<file path="src/rtl/rr_arb_pkg.sv">
// rr_arb_pkg: shared constants, state encoding and round-robin search for rr_decode_arbiter
package rr_arb_pkg;
  localparam int N_REQ = 16;
  localparam int IDX_W = 4;
  typedef enum logic [1:0] {IDLE = 2'd0, OWN = 2'd1, GAP = 2'd2} state_t;
  // First set bit scanning last+1, last+2, ... modulo N_REQ; descending loop lets the nearest offset win.
  function automatic logic [IDX_W-1:0] rr_pick(input logic [N_REQ-1:0] req, input logic [IDX_W-1:0] last);
    logic [IDX_W-1:0] k;
    rr_pick = '0;
    for (int i = N_REQ; i >= 1; i--) begin
      k = last + IDX_W'(i);
      if (req[k]) rr_pick = k;
    end
  endfunction
endpackage

</file>
<file path="src/rtl/onehot_dec16.sv">
// onehot_dec16: 4-to-16 one-hot decode gated by enable
module onehot_dec16 (
  input  logic [3:0]  i_idx,
  input  logic        i_en,
  output logic [15:0] o_onehot
);
  assign o_onehot = i_en ? 16'(1) << i_idx : '0;
endmodule

</file>
<file path="src/rtl/rr_decode_arbiter.sv">
// rr_decode_arbiter: 16-way round-robin arbiter with release, withdrawal and hold-time preemption
module rr_decode_arbiter
  import rr_arb_pkg::*;
#(
  parameter int MAX_HOLD = 8,
  parameter int CNT_W    = 8
) (
  input  logic             clk,
  input  logic             rst_n,
  input  logic [N_REQ-1:0] i_req,
  input  logic             i_release,
  output logic [IDX_W-1:0] o_grant_idx,
  output logic             o_grant_en,
  output logic [N_REQ-1:0] o_grant,
  output logic             o_busy
);
  state_t           r_state, w_nstate;
  logic [IDX_W-1:0] r_idx, r_last, w_nidx, w_nlast;
  logic [CNT_W-1:0] r_cnt, w_ncnt;
  logic             w_exit;
  always_comb begin
    w_exit   = i_release | ~i_req[r_idx] | (r_cnt == CNT_W'(MAX_HOLD - 1));
    w_nstate = r_state;
    w_nidx   = r_idx;
    w_nlast  = r_last;
    w_ncnt   = r_cnt;
    case (r_state)
      IDLE: if (|i_req) begin
        w_nstate = OWN;
        w_nidx   = rr_pick(i_req, r_last);
        w_ncnt   = '0;
      end
      OWN: begin
        w_ncnt = r_cnt + CNT_W'(1);
        if (w_exit) begin
          w_nstate = GAP;
          w_nlast  = r_idx;
        end
      end
      default: w_nstate = IDLE;
    endcase
  end
  // last_idx=15 at reset makes index 0 the first candidate
  always_ff @(posedge clk or negedge rst_n) begin
    if (!rst_n) begin
      r_state <= IDLE;
      r_idx   <= '0;
      r_last  <= IDX_W'(N_REQ - 1);
      r_cnt   <= '0;
    end else begin
      r_state <= w_nstate;
      r_idx   <= w_nidx;
      r_last  <= w_nlast;
      r_cnt   <= w_ncnt;
    end
  end
  assign o_grant_idx = r_idx;
  assign o_grant_en  = (r_state == OWN);
  assign o_busy      = (r_state != IDLE);
  onehot_dec16 u_dec (
    .i_idx   (r_idx),
    .i_en    (o_grant_en),
    .o_onehot(o_grant)
  );
endmodule

</file>
<file path="config.mk">
export PLATFORM = sky130hd
export DESIGN_NAME = rr_decode_arbiter
export DESIGN_NICKNAME = d
export VERILOG_FILES = /design/src/rtl/rr_arb_pkg.sv /design/src/rtl/onehot_dec16.sv /design/src/rtl/rr_decode_arbiter.sv
export SDC_FILE = /design/constraint.sdc
export NUM_CORES = 1
export LEC_CHECK = 0
export BUFFER_PORTS_ARGS = -buffer_cell sky130_fd_sc_hd__buf_2
export CORE_AREA = 2 2 86 71
export DETAILED_ROUTE_END_ITERATION = 6
export DIE_AREA = 0 0 88 73
export HOLD_SLACK_MARGIN = 0.06
export PLACE_DENSITY = 0.86
export SYNTH_ARGS = -nofsm -noshare
export SYNTH_HDL_FRONTEND = slang
export SYNTH_SLANG_ARGS = --single-unit
</file>
<file path="constraint.sdc">
create_clock -name clk -period 4.25 [get_ports clk]
set_clock_uncertainty 0.05 [all_clocks]
set_input_delay 0.2125 -clock clk [delete_from_list [all_inputs] [get_ports clk]]
set_output_delay 0.2125 -clock clk [all_outputs]
set_load 0.01 [all_outputs]
</file>
==> results of run 1 <==
==> repair_timing <==
item | in CTS | in global routing
hold buffers | 1 | 0
endpoints found under the hold margin | 14 | 0
resized for setup | 0 | 0
setup buffers | 0 | 0
==> cell usage after synthesis, types with 5 or more instances <==
| master | count |
|---|---|
| ha_1 | 8 |
| mux2i_1 | 31 |
| inv_1 | 9 |
| a21oi_1 | 14 |
| clkbuf_1 | 9 |
| mux4_2 | 33 |
| a31oi_1 | 8 |
| buf_2 | 6 |
| xor2_1 | 6 |
| nor4_1 | 6 |
| and3_1 | 5 |
| nor3_1 | 12 |
| o21ai_0 | 24 |
| nand3_1 | 8 |
| nor2_1 | 39 |
| mux2_2 | 14 |
| nand2_1 | 32 |
| nand2b_1 | 9 |
| dfrtp_1 | 14 |
| nand4_1 | 8 |
==> flip-flops by register name, summed over array words and instances (netlist names) <==
signal       cells
o_grant_idx      4
r_cnt            8
r_last           4
r_state          2
==> kinds of logic (layout without fill, tap and decap cells) <==
group | Yosys count | after routing | share of synthesized area (%)
and+or+nand+nor | 130 | 130 | 19.3
AOI/OAI and AO/OA | 81 | 81 | 16.5
muxes | 81 | 81 | 38.5
buffers and inverters | 31 | 64 | 4.97
DFF | 18 | 18 | 14.0
xor gates and xnor gates | 12 | 12 | 3.70
adders and majority gates | 8 | 8 | 3.08
==> tightest hold or removal path, delay by kind of cell <==
family                 cells  cell delay, ns
AND/OR/NAND/NOR            2            0.14
AO/OA/AOI/OAI              1            0.05
buffers and inverters      1            0.08
==> worst max path at each step <==
stage,cells after the start,slack (ns),endpoint
final,10,0.34,o_grant_idx[2]
after global routing,10,0.20,o_grant_idx[2]
after CTS,10,0.49,o_grant_idx[2]
after detailed placement,10,0.50,o_grant_idx[2]
after global placement,10,0.61,o_grant_idx[2]
after floorplan,15,0.38,o_grant_idx[3]
==> through the flow <==
step	instance area, µm²	hold WS [ns]	utilization (%)	worst slack [ns]
3_5_place_dp	3490	0.134	61.7	0.498
6_report	3560	0.216	62.8	0.345
4_1_cts	3560	0.218	62.8	0.487
3_3_place_gp	3490	0.138	61.7	0.608
5_1_grt	3560	0.230	62.8	0.200
2_1_floorplan	3250	-0.133	-	0.376
==> cell type report <==
class	instances	area, µm²	share of cell area (%)
multi-input cells	312	2630	73.9
flip-flops and latches	18	455	12.8
repair buffers	50	278	7.81
well taps	81	101	2.85
clock buffers	4	55.1	1.55
inverters	10	37.5	1.06
==> metal layers <==
metal | up-vias | GRT usage (%) | wire length [µm] | share of wire (%)
met5 | - | 0 | 0 | 0
met4 | 0 | 11.5 | 310 | 3.0
met3 | 30 | 6.33 | 1480 | 14
met2 | 306 | 48.6 | 4420 | 42
met1 | 1584 | 50.9 | 4210 | 40
li1 | 1487 | - | - | -
==> layout by cell type (no fill, tap or decap), types with 5 or more instances in the layout <==
master,synthesis,routed
a21oi_1,14,14
a31oi_1,8,8
and3_1,5,5
buf_2,6,40
buf_4,2,9
dfrtp_1,14,14
ha_1,8,8
inv_1,9,9
mux2_2,14,14
mux2i_1,31,31
mux4_2,33,33
nand2_1,32,32
nand2b_1,9,9
nand3_1,8,8
nand4_1,8,8
nor2_1,39,39
nor3_1,12,12
nor4_1,6,6
o21ai_0,24,24
xor2_1,6,6
==> impl_metrics.ini, run 1 <==
[clocking]
clkTransAtPathRegs_ns = 0.08
cts_sinks = 18
cts_tree = built
cts_buffer_depth = 2
clkLatencyLatePin_ns = 0.26
numCtsBuffers = 3
cts_root_buffer = clkbuf_8
cts_htree_levels = 1

[drt]
first_iter_violations = 384
drc = 0
vias_per_cell = 7.17
wl_per_cell_um = 22.0
wl_mm = 10.4
vias = 3407
ant_nets = 0
dr.pass1.iters = 5

[synthesis]
synth.avg_cell_area_um2 = 8.99
netlist_instances = 361
netlist_area_mm2 = 0.00325
synth.ff_latch_count = 18
synthFlopType = dfrtp_1
synth-edff-count = 0
syn_nets = 388
yosysWarnings = 0
synth_top_area_share_pct = 22.9
yosysSeqAreaShare_pct = 14.0
synth.area.top_cells = mux4_2 (23%), dfrtp_1 (11%), mux2i_1 (9.6%), mux2_2 (4.9%), nor2_1 (4.5%)
yosys.area.top_type = mux4_2
ys_types = 57
synthArstFlopShare_pct = 100

[layout]
syn_to_final_growth_pct = 9.56
fin_cells = 475
final_nets = 422
drive_above_1_share_pct = 28.2
fillCellCount = 469
diodes = 0

[timing]
drv_slew = 0
max_clock_freq_mhz = 256
slew_headroom_pct = 31.0
finalCriticalPeriod_ns = 3.91
rsz0062_at_grt = no
finalCritPeriodShare_pct = 91.9
final-setup-viol-count = 0
hold_viol = 0
totalNegativeSetupSlack_ns = 0
worstMarginPinSlew_ns = 1.02

[min_path]
worstHoldStart = i_release
min_to = r_state[0]
hold_path.class = input port to flip-flop
worstHoldPathCells = 4

[floorplan]
die_w_um = 88
die_h_um = 73
rows = 25
dieArea_mm2 = 0.00642
initial_utilization_pct = 57.3
io_pins = 41
core_region_area_mm2 = 0.00566

[run]
cap_violations = 0

[setup_path]
cp_max_fo = 11
crit_slowest_cell = dfstp_2
arrival_ns = 4.00
critPathBufInv = 1
path_class = flip-flop to flip-flop
crit_family = multiplexers
crit_chain = inv_1 -> ha_1 -> mux4_2 -> mux2i_1 -> mux2i_1 -> and2_1 -> nor4_1 -> nand4_1 -> a31oi_1 -> nor3_1
crit_top_cell = mux2i_1
r2r_end = o_grant_idx[2]
crit_required_ns = 4.35
startpoint = r_last[2]
r2r_slack_ns = 0.34
r2r_cells = 10
reg2reg_from = r_last[2]
crit_path_start_kind = flip-flop
cp-end-kind = flip-flop
slowest_delay_ns = 0.67

[outcome]
status = finished clean

[global_routing]
grt_pass1_wl_mm = 16.5
antenna_found_initial = 0
gr-total-overflow = 0
first_global_vias = 3029
grt_usage_pct = 33.7
grt_max_degree = 26

[placement]
dp_hpwl_mm = 7.78
routabilityCongestion = 1.01
dp_cells = 470
numPortBuffers = 40
Power of run 1 is not shown: default switching activity piles up to over one toggle a cycle in this logic, so the estimate is an artifact.
==> inputs of run 2 (changes only) <==
--- a/config.mk
+++ b/config.mk
@@ -5,12 +5,12 @@
 export SDC_FILE = /design/constraint.sdc
 export NUM_CORES = 1
 export LEC_CHECK = 0
-export BUFFER_PORTS_ARGS = -buffer_cell sky130_fd_sc_hd__buf_2
-export CORE_AREA = 2 2 86 71
+export CORE_AREA = 2 2 84 70
 export DETAILED_ROUTE_END_ITERATION = 6
-export DIE_AREA = 0 0 88 73
+export DIE_AREA = 0 0 86 72
+export DONT_BUFFER_PORTS = 1
 export HOLD_SLACK_MARGIN = 0.06
-export PLACE_DENSITY = 0.86
+export PLACE_DENSITY = 0.83
 export SYNTH_ARGS = -nofsm -noshare
 export SYNTH_HDL_FRONTEND = slang
 export SYNTH_SLANG_ARGS = --single-unit
==> run 2 against run 1 <==
  * Via count fell by 3.6%
  * Cell count decreased by 12%
  * Fmax is 1.4% higher
  * Critical endpoint unchanged
  * Largest cell class unchanged
==> impl_metrics.ini, run 2 (synthesis results as in run 1) <==
[setup_path]
cp_max_fo = 13
r2r_slack_ns = 0.40
arrival_ns = 3.93
crit_path_start_kind = flip-flop
cp-end-kind = flip-flop
startpoint = r_last[0]
r2r_end = o_grant_idx[2]
r2r_cells = 11
path_class = flip-flop to flip-flop
reg2reg_from = r_last[0]
crit_end = o_grant_idx[2]
crit_required_ns = 4.33

[drt]
drc = 0
wl_per_cell_um = 23.2
met2_length_mm = 4.32
ant_nets = 0
vias = 3285
vias_per_cell = 7.86
wl_mm = 9.68
first_iter_violations = 411
dr.pass1.iters = 7
met3_length_mm = 1.28
highest_layer = met4
wl_met1_mm = 3.84

[layout]
diodes = 0
final_nets = 381
fillCellCount = 438
syn_to_final_growth_pct = 2.54
final_cell_mix = nor2_1 (39), mux4_2 (33), nand2_1 (32)
largest_reg_flops = 8
drive_above_1_share_pct = 19.8
final_common_cell = nor2_1
regMostFlops = r_cnt

[global_routing]
grt_pass1_wl_mm = 15.2
first_global_vias = 2989
antenna_found_initial = 0
grt_usage_pct = 31.3
gr-total-overflow = 0
grt_max_degree = 26

[floorplan]
dieArea_mm2 = 0.00619
initial_utilization_pct = 61.1
die_h_um = 72
core_region_area_mm2 = 0.00532
die_w_um = 86
io_pins = 41
rows = 24

[clocking]
numCtsBuffers = 3
cts_root_buffer = clkbuf_8
clkLatencyLatePin_ns = 0.25
cts_tree = built
clkTransAtPathRegs_ns = 0.07
cts_sinks = 18
cts_htree_levels = 1
cts_buffer_depth = 2
cts_setup_buffers = 0

[outcome]
status = finished clean

[timing]
finalCriticalPeriod_ns = 3.85
totalNegativeSetupSlack_ns = 0
drv_slew = 0
slew_headroom_pct = 34.3
rsz0062_at_grt = no
finalCritPeriodShare_pct = 90.6
worstMarginPinSlew_ns = 0.972
hold_viol = 0
max_clock_freq_mhz = 260
final-setup-viol-count = 0

[placement]
dp_hpwl_mm = 7.18
routabilityCongestion = 1.07
numPortBuffers = 0

[min_path]
hold_path.class = input port to flip-flop

[run]
cap_violations = 0
run 2: final cells by class:
cell class	instances	area [µm²]	area share, %
Multi-Input combinational cell	312	2630	79.0
Inverter	10	37.5	1.13
Timing Repair Buffer	9	70.1	2.10
Clock buffer	4	55.1	1.65
Sequential cell	18	455	13.7
Tap cell	65	81.3	2.44
run 2: routing by layer:
layer / vias up / track usage, %
met5: - / 0
met4: 0 / 8.82
met3: 41 / 6.14
met2: 291 / 49.4
met1: 1556 / 44.6
li1: 1397 / -
run 2: through the flow:
stage	setup slack, ns	cells	cell area [µm²]	utilization (%)	hold slack [ns]
5_1_grt	0.249	418	3330	62.6	0.151
3_5_place_dp	0.437	413	3260	61.4	-0.133
3_3_place_gp	0.610	413	3260	61.4	-0.133
2_1_floorplan	0.376	361	3250	-	-0.133
4_1_cts	0.430	418	3330	62.6	0.122
6_report	0.398	418	3330	62.6	0.123
run 2: timing repair:
action	4_1_cts	5_1_grt
resized for setup	0	0
hold endpoints to repair	18	0
setup endpoints to repair	0	0
hold buffers	1	0
run 2: critical path: stages, from the launching register on:
cell,delay [ns]
dfstp_2,0.54
inv_2,0.11
ha_1,0.68
buf_4,0.26
mux4_2,0.57
mux2_2,0.30
mux2_2,0.31
nand2b_4,0.17
nor4_1,0.32
nand4_1,0.12
a31oi_1,0.19
nor3_1,0.09
run 2: worst min path at each step:
stage	from	end	slack, ns	cells past startpoint
floorplan	rst_n	o_grant_idx[0]	-0.13	0
global placement	rst_n	r_cnt[4]	-0.13	0
detailed placement	rst_n	r_cnt[2]	-0.13	0
CTS	i_release	r_state[0]	0.12	3
global route	i_release	r_state[0]	0.15	3
finish	i_release	r_state[0]	0.12	3
Power of run 2 is left out for the same reason.
==> inputs of run 3 (changes only) <==
--- a/config.mk
+++ b/config.mk
@@ -5,12 +5,13 @@
 export SDC_FILE = /design/constraint.sdc
 export NUM_CORES = 1
 export LEC_CHECK = 0
-export CORE_AREA = 2 2 84 70
+export ABC_AREA = 1
+export CORE_AREA = 2 2 78 65
 export DETAILED_ROUTE_END_ITERATION = 6
-export DIE_AREA = 0 0 86 72
+export DIE_AREA = 0 0 80 67
 export DONT_BUFFER_PORTS = 1
 export HOLD_SLACK_MARGIN = 0.06
-export PLACE_DENSITY = 0.83
+export PLACE_DENSITY = 0.81
 export SYNTH_ARGS = -nofsm -noshare
 export SYNTH_HDL_FRONTEND = slang
 export SYNTH_SLANG_ARGS = --single-unit
==> constraint.sdc (replaced) <==
create_clock -name clk -period 3.7 [get_ports clk]
set_clock_uncertainty 0.05 [all_clocks]
set_input_delay 0.185 -clock clk [delete_from_list [all_inputs] [get_ports clk]]
set_output_delay 0.185 -clock clk [all_outputs]
set_load 0.01 [all_outputs]
==> run 3 against run 2 <==
  * The run now ends with DRC left
  * Critical path depth increased by 14
  * Worst setup slack improved by 0.057 ns
  * Die area decreased by 13%
  * Synthesized cell count increased by 37%
  * Final area decreased by 16%
  * Synthesized area decreased by 16%
  * Critical path type unchanged
  * Critical endpoint is now o_grant_idx[0]
  * Largest cell class unchanged
==> impl_metrics.ini, run 3 <==
[drt]
wl_mm = 8.28
drc = 14
ant_nets = 0
first_iter_violations = 482
dr.pass1.iters = 7
vias_per_cell = 6.02
vias = 3310
wl_per_cell_um = 15.1

[clocking]
cts_hold_buf = 1
cts_tree = built
cts_sinks = 18
clkTransAtPathRegs_ns = 0.07
cts_root_buffer = clkbuf_8
clkLatencyLatePin_ns = 0.25
cts_setup_buffers = 0
cts_htree_levels = 1
cts_buffer_depth = 2
numCtsBuffers = 3
post_cts_resized = 0

[setup_path]
cp-end-kind = flip-flop
r2r_slack_ns = 0.45
path_class = flip-flop to flip-flop
slowest_delay_ns = 0.79
crit_slowest_cell = dfstp_2
crit_path_start_kind = flip-flop
cp_max_fo = 14
crit_top_cell = nand2_1
crit_required_ns = 3.79
arrival_ns = 3.34

[synthesis]
synth.avg_cell_area_um2 = 5.50
netlist_instances = 494
yosysSeqAreaShare_pct = 16.8
ys_types = 39
synth-edff-count = 0
yosysWarnings = 0
synth.ff_latch_count = 18
synth_most_common_cell = nand2_1
synth_common_cells = nand2_1 (197), nand3_1 (65), inv_1 (46)
syn_nets = 521
synthArstFlopShare_pct = 100
synth.area.top_cells = nand2_1 (27%), dfrtp_1 (13%), nand3_1 (12%), a21oi_1 (7.5%), inv_1 (6.4%)
synth_top_area_share_pct = 27.2
yosys.area.top_type = nand2_1
netlist_area_mm2 = 0.00272
synthFlopType = dfrtp_1

[run]
cap_violations = 0

[placement]
dp_hpwl_mm = 6.30
routabilityCongestion = 1.07
numPortBuffers = 0
pre_cts_ws_ns = 0.503
placed_area_mm2 = 0.00274

[layout]
final_nets = 518
largest_reg_flops = 8
seqCellArea_um2 = 455
syn_to_final_growth_pct = 2.72
diodes = 0
final_cell_mix = nand2_1 (197), nand3_1 (65), inv_1 (46)
design_area_mm2 = 0.00279
regMostFlops = r_cnt
multi_input_area_mm2 = 0.00197
final_common_cell = nand2_1
drive_above_1_share_pct = 7.96
fillCellCount = 445

[floorplan]
die_h_um = 67
initial_utilization_pct = 60.2
rows = 22
core_region_area_mm2 = 0.00451
die_w_um = 80
dieArea_mm2 = 0.00536
io_pins = 41

[timing]
slew_headroom_pct = 46.1
finalCritPeriodShare_pct = 87.7
hold_viol = 0
max_clock_freq_mhz = 308
worstMarginPinSlew_ns = 0.806
drv_slew = 0
worst_slack_ns = 0.454
totalNegativeSetupSlack_ns = 0
finalCriticalPeriod_ns = 3.25
rsz0062_at_grt = no
final-setup-viol-count = 0

[min_path]
hold_path.class = input port to flip-flop

[global_routing]
grt_pass1_wl_mm = 13.7
antenna_found_initial = 0
gr-total-overflow = 0
grt_usage_pct = 32.6
first_global_vias = 2957
grt_max_degree = 34

[outcome]
status = finished, violations left
violations = DRC
[run 3: cell count changes after synthesis, sizes merged, moves of 9 or more]
cell / change
a21oi: +29
inv: +44
mux2: -17
mux2i: -31
mux4: -33
nand2: +176
nand2b: -10
nand3: +58
nor3: -9
o21ai: -9
[run 3: metal layers]
metal / routed length, µm / vias to the layer above / global-route usage, %
li1: - / 1603 / -
met1: 3640 / 1479 / 44.4
met2: 3630 / 189 / 52.0
met3: 725 / 39 / 5.01
met4: 290 / 0 / 12.5
met5: 0 / - / 0
[run 3: per-stage QoR]
stage / utilization [%] / hold WS, ns / cells
floorplan: - / -0.161 / 494
global placement: 60.6 / -0.160 / 545
detailed placement: 60.6 / -0.160 / 545
CTS: 61.9 / 0.239 / 550
global route: 61.9 / 0.254 / 550
finish: 61.9 / 0.263 / 550
[run 3: worst max-delay path, delay by kind of cell, from the launching register on]
kind | cells | cell delay, ns
buffers and inverters | 3 | 0.49
AND/OR/NAND/NOR | 21 | 1.26
flip-flops | 1 | 0.79
adder cells (fa/ha/maj) | 1 | 0.52
[run 3: cell type report]
| class | instances | share of cell area [%] |
|---|---|---|
| flip-flops and latches | 18 | 16.3 |
| inverters | 54 | 7.44 |
| repair buffers | 5 | 1.43 |
| clock buffers | 4 | 1.61 |
| multi-input cells | 409 | 70.5 |
| well taps | 60 | 2.69 |
[run 3: final timing paths]
check | startpoint | to | cells after the start
max in group asynchronous | rst_n | o_grant_idx[0] | 1
min in group asynchronous | rst_n | r_cnt[3] | 1
min | i_release | r_state[0] | 3
min reg2reg | r_cnt[7] | r_cnt[7] | 1
max reg2reg | r_last[2] | o_grant_idx[0] | 25
max | r_last[2] | o_grant_idx[0] | 25
[run 3: cells by family after synthesis]
family | after synthesis | share of synthesized area (%)
simple gates | 319 | 49.6
compound gates | 77 | 16.6
buf+inv | 67 | 10.8
flops | 18 | 16.8
fa+ha+maj | 8 | 3.68
xor+xnor | 5 | 2.58
Power of run 3 is left out for the same reason.
